===== src/rtl/common_types.sv =====
// Shared 6502 core types: bus widths, fetch FSM states and the opcode length table.
package common_types;

  typedef logic [15:0] addr_t;
  typedef logic [7:0]  data_t;
  typedef logic        mw_t;
  typedef logic [1:0]  ilen_t;

  localparam addr_t RESET_VECTOR = 16'hFFFC;

  typedef enum logic [3:0] {
    V0A,
    V0D,
    V1A,
    V1D,
    OPA,
    OPD,
    B1A,
    B1D,
    B2A,
    B2D,
    HOLD
  } fetch_state_t;

  // Instruction length in bytes; anything not listed is treated as a 1-byte op.
  function automatic ilen_t inst_len(input data_t op);
    ilen_t len;
    case (op)
      8'hA9, 8'hA2, 8'hA5, 8'h85, 8'hD0, 8'hF0: len = 2'd2;
      8'hAD, 8'h8D, 8'h4C, 8'h20:               len = 2'd3;
      default:                                  len = 2'd1;
    endcase
    return len;
  endfunction

endpackage


===== src/rtl/ilen_decode.sv =====
// Combinational opcode-to-length decoder.
module ilen_decode
  import common_types::*;
(
  input  data_t opcode,
  output ilen_t ilen
);

  assign ilen = inst_len(opcode);

endmodule


===== src/rtl/fetch_unit.sv =====
// Instruction fetch initiator: loads PC from the reset vector, then reads opcode plus
// operand bytes and presents each instruction to control over a valid/ready handshake.
module fetch_unit
  import common_types::*;
#(
  parameter addr_t RESET_VEC = RESET_VECTOR
) (
  input  logic  clk,
  input  logic  rst,
  output mw_t   mw,
  output addr_t addr,
  input  data_t mem_rdata,
  input  logic  jmp,
  input  addr_t jmp_addr,
  output logic  inst_valid,
  input  logic  inst_ready,
  output data_t opcode,
  output addr_t operand,
  output ilen_t ilen,
  output addr_t inst_pc
);

  fetch_state_t state_q, state_d;
  addr_t        pc_q, pc_d;
  data_t        opcode_q, opcode_d;
  data_t        lo_q, lo_d;
  data_t        hi_q, hi_d;
  ilen_t        ilen_q, ilen_d;
  ilen_t        dec_ilen;
  logic         in_vector;

  ilen_decode u_ilen_decode (
    .opcode (mem_rdata),
    .ilen   (dec_ilen)
  );

  always_ff @(posedge clk) begin
    if (rst) begin
      state_q  <= V0A;
      pc_q     <= '0;
      opcode_q <= '0;
      lo_q     <= '0;
      hi_q     <= '0;
      ilen_q   <= 2'd1;
    end else begin
      state_q  <= state_d;
      pc_q     <= pc_d;
      opcode_q <= opcode_d;
      lo_q     <= lo_d;
      hi_q     <= hi_d;
      ilen_q   <= ilen_d;
    end
  end

  assign in_vector = (state_q == V0A) || (state_q == V0D) ||
                     (state_q == V1A) || (state_q == V1D);

  always_comb begin
    state_d  = state_q;
    pc_d     = pc_q;
    opcode_d = opcode_q;
    lo_d     = lo_q;
    hi_d     = hi_q;
    ilen_d   = ilen_q;
    addr     = pc_q;

    unique case (state_q)
      V0A: begin
        addr    = RESET_VEC;
        state_d = V0D;
      end
      V0D: begin
        addr    = RESET_VEC;
        lo_d    = mem_rdata;
        state_d = V1A;
      end
      V1A: begin
        addr    = RESET_VEC + 16'd1;
        state_d = V1D;
      end
      V1D: begin
        addr    = RESET_VEC + 16'd1;
        pc_d    = {mem_rdata, lo_q};
        lo_d    = '0;
        state_d = OPA;
      end
      OPA: begin
        addr    = pc_q;
        state_d = OPD;
      end
      OPD: begin
        addr     = pc_q;
        opcode_d = mem_rdata;
        ilen_d   = dec_ilen;
        // Clear operand bytes so shorter instructions never show stale data.
        lo_d     = '0;
        hi_d     = '0;
        state_d  = (dec_ilen == 2'd1) ? HOLD : B1A;
      end
      B1A: begin
        addr    = pc_q + 16'd1;
        state_d = B1D;
      end
      B1D: begin
        addr    = pc_q + 16'd1;
        lo_d    = mem_rdata;
        state_d = (ilen_q == 2'd2) ? HOLD : B2A;
      end
      B2A: begin
        addr    = pc_q + 16'd2;
        state_d = B2D;
      end
      B2D: begin
        addr    = pc_q + 16'd2;
        hi_d    = mem_rdata;
        state_d = HOLD;
      end
      HOLD: begin
        addr = pc_q;
        if (inst_ready) begin
          pc_d    = pc_q + {14'd0, ilen_q};
          state_d = OPA;
        end
      end
      default: state_d = V0A;
    endcase

    // A redirect wins over the handshake and discards any partial fetch.
    if (jmp && !in_vector) begin
      pc_d    = jmp_addr;
      state_d = OPA;
    end
  end

  assign mw         = 1'b0;
  assign inst_valid = (state_q == HOLD);
  assign opcode     = opcode_q;
  assign ilen       = ilen_q;
  assign inst_pc    = pc_q;

  always_comb begin
    unique case (ilen_q)
      2'd3:    operand = {hi_q, lo_q};
      2'd2:    operand = {8'h00, lo_q};
      default: operand = '0;
    endcase
  end

endmodule


===== config.mk =====
export PLATFORM = sky130hd
export DESIGN_NAME = fetch_unit
export DESIGN_NICKNAME = d
export VERILOG_FILES = /design/src/rtl/common_types.sv /design/src/rtl/ilen_decode.sv /design/src/rtl/fetch_unit.sv
export SDC_FILE = /design/constraint.sdc
export NUM_CORES = 1
export LEC_CHECK = 0
export CORE_MARGIN = 2
export CORE_UTILIZATION = 50
export CTS_CLUSTER_SIZE = 12
export DETAILED_ROUTE_END_ITERATION = 7
export GPL_TIMING_DRIVEN = 0
export MAX_ROUTING_LAYER = met4
export PLACE_DENSITY = 0.94
export RECOVER_POWER = 25
export SLEW_MARGIN = 15
export SYNTH_ARGS = -nofsm -noshare
export SYNTH_HDL_FRONTEND = slang
export SYNTH_SLANG_ARGS = --single-unit

===== constraint.sdc =====
create_clock -name clk -period 2.6 [get_ports clk]
set_input_delay 0.39 -clock clk [delete_from_list [all_inputs] [get_ports clk]]
set_output_delay 0.39 -clock clk [all_outputs]
set_load 0.01 [all_outputs]

---- Word-level counts from Yosys, hierarchy flattened ----
Cells that the tools add are included.
word-level totals
  register bits after elaboration ......... 46
  input port bits ......................... 28
cells by class
  reduce and logical (&&, ||, !) cells .... 19
  add/subtract/negate cells ............... 3
  muxes and demuxes ....................... 13
  equal/unequal tests ..................... 25
operator list
  operator               count
  $eq 8x8->1 const B     8
  $pmux 16 s2            2
  $pmux 16 s4            1
  $pmux 4 s11            1
  $mux 16                2
  $pmux 8 s2             2
  $add 16x1->16 const B  1
  $add 16x2->16          1
  $add 16x2->16 const B  1
  $eq 4x3->1 const B     4
  $reduce_or 2->1        7
  $eq 4x4->1 const B     3
  $eq 4x2->1 const B     2
  $eq 8x6->1 const B     1
  $eq 8x7->1 const B     1
  $mux 4                 2
  $reduce_or 6->1        1
  $eq 2x2->1 const B     2
  $eq 4x1->1 const B     1
  $logic_not 4->1        1
  $pmux 2 s2             1
  $reduce_bool 2->1      2
  $reduce_or 4->1        1
  $logic_or 1x1->1       3
  9 further kinds        9

---- Logic depth before layout (Yosys ltp) ----
Gate-level depths: netlist of the first run.
  depth in word-level cells ............... 8
  mapped depth ............................ 9
  mapped depth without buffers ............ 8

---- Modules after synthesis ----
A second synthesis of the first run with hierarchy kept.
unflattened totals
  cell total of the unflattened synthesis .. 450
  area total of the unflattened synthesis .. 3314.4 um^2
modules (own cells, without submodules)
  module       area an instance (um^2)  sequential area each (um^2)  cells each  instances
  fetch_unit   3204.3                   920.9                        432         1
  ilen_decode  110.1                    0.0                          18          1

---- Worst setup path after synthesis of the first run ----
No wires, ideal clock.
  kind .................................... register to output
  from .................................... register pc_q[1] (netlist: inst_pc[1])
  to ...................................... output addr[7]
  setup slack ............................. 361 ps
  cell stages (with the launch flop) ...... 8
  arrival time ............................ 1849 ps
  data required time ...................... 2210 ps
  path buffers ............................ 1
  cells stage by stage .................... dfxtp_1 -> ha_1 -> and3_1 -> clkbuf_1 -> nand2_1 -> nor2_1 -> mux2_2 -> a221oi_1
on the way
  word-level cells in the longest chain between the ends .. 2
  elaborated cells between the ends (all ways) .. 3
  those cells by class .................... add/sub: 2; mux: 1
RTL lines
  element                                                line              text
  start, declared                                        fetch_unit.sv:24  addr_t pc_q, pc_d;
  start signal, assigned                                 fetch_unit.sv:47  pc_q <= pc_d;
  $add 16x2->16 / $add 16x1->16 (equally long branches)  -
  $pmux 16 s4 (*)                                        fetch_unit.sv:67  unique case (state_q)
  end, declared                                          fetch_unit.sv:11  output addr_t addr,
Every way passes the cells marked *; elsewhere a longest branch is shown, timed or not.

---- Final worst setup path of the first run ----
  from .................................... register state_q[2]
  to ...................................... output inst_valid
on the way
  word-level cells in the longest chain between the ends .. 1
RTL lines
  element                 line               text
  start, declared         fetch_unit.sv:23   fetch_state_t state_q, state_d;
  start signal, assigned  fetch_unit.sv:46   state_q <= state_d;
  $eq 4x4->1              fetch_unit.sv:136  assign inst_valid = (state_q == HOLD);
  end, declared           fetch_unit.sv:15   output logic inst_valid,
No other way between the ends.

==> results of run 1 <==
## area by class of cell
class	instances	share of cell area, %
repair buffers	92	19.30
plain buffers	40	5.335
well taps	77	2.096
multi-input cells	368	49.78
clock inverters	1	0.1905
flip-flops and latches	46	20.41
inverters	9	0.7893
clock buffers	7	2.096
## cells by family after synthesis
family                     count (synthesis)  synth area share [%]
AOI/OAI and AO/OA                        146                 28.57
xor gates and xnor gates                  13                 3.377
adders and majority gates                  5                 2.078
buffers and inverters                     52                 7.013
DFF                                       46                 27.31
muxes                                      4                 1.225
other                                      1                0.1112
and+or+nand+nor                          199                 30.32
## registers in the layout, summed over array words and instances, names as in the netlist
signal / count
state_q: 4
ilen: 2
lo_q: 8
hi_q: 8
inst_pc: 16
opcode: 8
## power by group
part	total, mW	internal (mW)	leakage [nW]	switching [mW]
Clock	0.504	0.244	0.0544	0.260
Combinational	0.256	0.109	1.23	0.146
Sequential	0.744	0.721	0.377	0.0222
Total	1.50	1.07	1.66	0.429
## per-layer routing
layer	GRT usage, %	vias up	routed length, um
li1	-	1890	-
met1	44.66	1954	5168
met2	55.81	248	6066
met3	4.235	44	1147
met4	12.84	0	343
met5	-	-	0
## per-stage QoR
| step | hold slack, ns | area [um2] | util [%] |
|---|---|---|---|
| finish | 0.4593 | 4597 | 71.58 |
| global route | 0.4918 | 4597 | 71.58 |
| CTS | 0.4712 | 4539 | 70.68 |
| detailed placement | 0.4585 | 4319 | 67.25 |
| global placement | 0.4460 | 4319 | 67.25 |
| floorplan | 0.4372 | 3372 | - |
## synth_stat cells, types with 3 or more instances
library cell / instances / area [um2]
inv_1: 7 / 26.28
o22ai_1: 5 / 31.28
dfxtp_1: 46 / 920.9
ha_1: 4 / 50.05
nor2b_1: 9 / 56.30
or3_1: 3 / 18.77
and2_1: 12 / 75.07
a221oi_1: 6 / 52.55
buf_2: 14 / 70.07
o32ai_1: 8 / 70.07
xnor2_1: 7 / 61.31
mux2i_1: 3 / 30.03
a31oi_1: 7 / 43.79
nand4_1: 4 / 25.02
xor2_1: 6 / 52.55
nand2_1: 49 / 183.9
nor2_1: 49 / 183.9
nor4_1: 3 / 18.77
clkbuf_1: 21 / 78.83
nor3_1: 12 / 60.06
a22oi_1: 18 / 135.1
nand3_1: 17 / 85.08
nand2b_1: 5 / 31.28
o21ai_1: 4 / 20.02
and3_1: 11 / 68.82
a21oi_1: 44 / 220.2
a211oi_1: 8 / 60.06
buf_4: 4 / 30.03
nand3b_1: 7 / 52.55
o21ai_0: 19 / 95.09
## worst max path at each step
stage          startpoint    endpoint  slack, ns  cells after the start
4_1_cts        inst_pc[2]    addr[11]     -0.008                      7
3_3_place_gp   inst_pc[1]     addr[9]      -0.25                      8
2_1_floorplan  inst_pc[1]     addr[7]       0.36                      7
3_5_place_dp   inst_pc[1]     addr[9]      -0.30                      8
5_1_grt        state_q[2]     addr[3]      -0.04                      6
6_report       state_q[2]  inst_valid        0.1                      6
## what timing repair did
item | in CTS | in global routing
buffers inserted | 4 | 3
pin swaps | 3 | 3
resized for setup | 50 | 28
setup endpoints to repair | 15 | 12
## tightest hold or removal path, stage by stage, from the launching register on
cell	delay (ns)
dfxtp_1	0.31
nand2_1	0.05
a21oi_1	0.05
==> flow_summary.ini, run 1 <==
[detailed_routing]
wl_um = 12730
vias = 4136
drt-initial-drc-count = 350
drt_first_pass_iters = 5
via_per_inst = 6.463
drc = 0
wire_per_inst_um = 19.88
final_antenna_net_count = 0

[power_and_ir_drop]
design_power_total_mw = 1.503
power_density_mw_per_mm2 = 327.1
peakVddDrop_uv = 252.1
leakage_nw = 1.661

[floorplan]
core_area_mm2 = 0.006422
die_area_mm2 = 0.007417
dieWidth_um = 86.12
row_count = 29
start_util_pct = 52.50
fp.dieH_um = 86.12
io_pins = 88

[run_status]
outcome = completed

[finish]
nets = 595
antenna_cells = 0
seqCellArea_um2 = 938.4
final_common_cell = clkdlybuf4s50_1
area_delta_synth_final_pct = 36.33
final_cell_mix = clkdlybuf4s50_1, nor2_1, nand2_1
multi_input_area_mm2 = 0.002288
final_cells = 640
fillerInstances = 538
drive_gt1_share_pct = 14.21

[setup_path]
endpoint_kind = primary output
ff2ff_path_depth = 7
reg2reg_slack_ns = 0.21
cp_cell_sequence = buf_2 > nor2b_1 > nand3b_1 > inv_4 > clkbuf_4 > clkdlybuf4s50_1
max_stage_delay_ns = 0.56
crit_arrival_ns = 2.11
cp_max_fo = 10
path_buf_inv = 4
path_delay_family = buffers and inverters
critPathLaunchType = flop
crit_type = reg2out
required_ns = 2.21
r2r_start = ilen[1]
crit_path_top_delay_cell = clkdlybuf4s50_1
timing.rr.end = inst_pc[10]

[timing]
skew_ns = 0.008886
finalCriticalPeriod_ns = 2.505
worst_slack_ns = 0.09516
rsz0062_at_grt = yes
final.setup.tns_ns = 0
hold_violations = 0
setup_viol = 0
worst_pin_slew_ns = 0.6647
period_share_pct = 96.34
max_freq_mhz = 399.2
slew_headroom_pct = 55.39
maxSlewViolCount = 0

[cts]
root_buffer = clkbuf_8
clkTransAtPathRegs_ns = 0.09
cts_buffer_depth = 2
cts_sinks = 46
clock_latency_ns = 0.30
numCtsBuffers = 5
htree_num_levels = 2
tritoncts = built
cts-hold-fix-buffers = 0

[yosys]
yosysWarnings = 0
syn_inst = 466
ys_seq_area_share_pct = 27.31
yosysUniqueCellTypes = 68
syn-num-nets = 499
synth-edff-count = 0
netlist_area_mm2 = 0.003372
async_flop_share_pct = 0
ys.flop_type = dfxtp_1
yosys_register_bits = 46
avgSynthCellArea_um2 = 7.236

[grt]
antenna_found_initial = 0
globalRouteTotalUtil_pct = 34.71
gr-total-overflow = 0
grt_first_pass_wirelength_um = 19730
grt_max_degree = 15
grt_pass1_vias = 3782

[hold_path]
holdCritPathClass = reg2reg
min_to = opcode[1]
hold_depth = 2
min_from = opcode[1]

[place]
dp_hpwl_um = 9200
routabilityCongestion = 0.9570
dp.cells = 628
place_worst_setup_slack_ns = -0.2951
portBuffers = 85

[flow_run]
maxCapViolCount = 0
No activity file was read; power rests on OpenSTA's default activity.
==> run 2, diff against run 1 <==
SKIP_CTS_REPAIR_TIMING = 1   (was unset)
==> flow_summary.ini, run 2 (synthesis results as in run 1) <==
[run_status]
outcome = finished with violations
violations = setup timing

[floorplan]
die_area_mm2 = 0.007417
dieWidth_um = 86.12
core_area_mm2 = 0.006422
fp.dieH_um = 86.12
io_pins = 88
row_count = 29
start_util_pct = 52.50

[flow_run]
maxCapViolCount = 0

[finish]
area_delta_synth_final_pct = 35.25
drive_gt1_share_pct = 12.50
final_common_cell = clkdlybuf4s50_1
fillerInstances = 541
final_cell_mix = clkdlybuf4s50_1, nor2_1, nand2_1
fin_area_mm2 = 0.004561
nets = 592
antenna_cells = 0
largest_reg_flops = 16

[setup_path]
cp_cell_sequence = clkbuf_4 > and2_1 > nand3_1 > nor2_1 > o311a_1 > clkdlybuf4s50_1
path_delay_family = buffers and inverters
cp-startpoint = state_q[1]
crit_path_top_delay_cell = clkdlybuf4s50_1
critPathLaunchType = flop
crit_type = reg2out
endpoint_kind = primary output
crit_arrival_ns = 2.27
required_ns = 2.21
path_buf_inv = 2
cp_max_fo = 10
max_stage_delay_ns = 0.53
r2r_start = ilen[1]

[cts]
clkTransAtPathRegs_ns = 0.09
numCtsBuffers = 5
htree_num_levels = 2
tritoncts = built
cts_sinks = 46
clock_latency_ns = 0.30
root_buffer = clkbuf_8
cts_buffer_depth = 2

[timing]
hold_violations = 0
rsz0062_at_grt = yes
final.setup.tns_ns = -0.05799
period_share_pct = 102.2
finalCriticalPeriod_ns = 2.658
maxSlewViolCount = 0
slew_headroom_pct = 55.23
worst_pin_slew_ns = 0.6671
skew_ns = 0.007969
setup_viol = 1
worst_slack_ns = -0.05799
max_freq_mhz = 376.2

[grt]
grt_first_pass_wirelength_um = 19550
antenna_found_initial = 0
gr-total-overflow = 0
globalRouteTotalUtil_pct = 34.32
grt_pass1_vias = 3732
grt_max_degree = 15

[detailed_routing]
wire_per_inst_um = 19.68
vias = 4177
drt_first_pass_iters = 6
via_per_inst = 6.557
final_antenna_net_count = 0
drc = 0
wl_um = 12540
drt-initial-drc-count = 394

[power_and_ir_drop]
power_density_mw_per_mm2 = 329.0
leakage_nw = 1.628
peakVddDrop_uv = 248.1

[place]
place_area_mm2 = 0.004319
portBuffers = 85
dp_hpwl_um = 9200
routabilityCongestion = 0.9570

[hold_path]
holdCritPathClass = reg2reg
min_from = opcode[1]
[run 2: cell count changes in the layout (fill, tap and decap cells not counted), moves of 2 or more]
| cell | change |
|---|---|
| dlymetal6s2s_1 | +8 |
| buf_4 | -5 |
| dlygate4sd2_1 | -5 |
| buf_2 | +3 |
| buf_6 | -3 |
| dfxtp_1 | +2 |
[run 2: area by class of cell]
class                   count  area (um2)  share of cell area (%)
multi-input cells         368        2261                   49.57
well taps                  77       96.34                   2.112
repair buffers             89       900.9                   19.75
clock buffers               7       96.34                   2.112
flip-flops and latches     46       933.4                   20.47
clock inverters             1       8.758                  0.1920
inverters                   9       40.04                  0.8779
plain buffers              40       224.0                   4.911
[run 2: tightest hold or removal path, cell delays in order, from the launching register on]
cell and delay [ns]:
dfxtp_1 0.31, nand2_1 0.05, a21oi_1 0.05
[run 2: final timing paths]
kind	endpoint	slack, ns	depth (start not counted)
worst min-delay path	opcode[1]	0.46	2
worst min register to register	opcode[1]	0.46	2
worst max register to register	inst_pc[10]	0.23	7
worst max-delay path	addr[11]	-0.06	6
[run 2: metrics by stage]
stage	hold WS [ns]	setup WS, ns	cells	total power [mW]	utilization (%)
floorplan	0.4372	0.3609	466	0.8798	-
global placement	0.4460	-0.2487	628	0.9957	67.25
detailed placement	0.4585	-0.2951	628	1.002	67.25
CTS	0.4712	-0.6340	636	1.488	68.89
global route	0.4918	-0.1548	637	1.547	71.01
finish	0.4588	-0.05799	637	1.500	71.01
[run 2: metal layers]
layer	up-vias	GRT usage (%)	share of wire, %
met5	-	-	0
met4	0	12.12	3.1
met3	45	4.427	9.8
met2	279	55.25	48
met1	1965	44.19	39
li1	1888	-	-
[run 2: power by group]
part | switching [mW] | internal, mW | total [mW]
registers | 0.0240 | 0.722 | 0.746
logic | 0.144 | 0.109 | 0.254
clock network | 0.256 | 0.244 | 0.500
total | 0.425 | 1.08 | 1.50
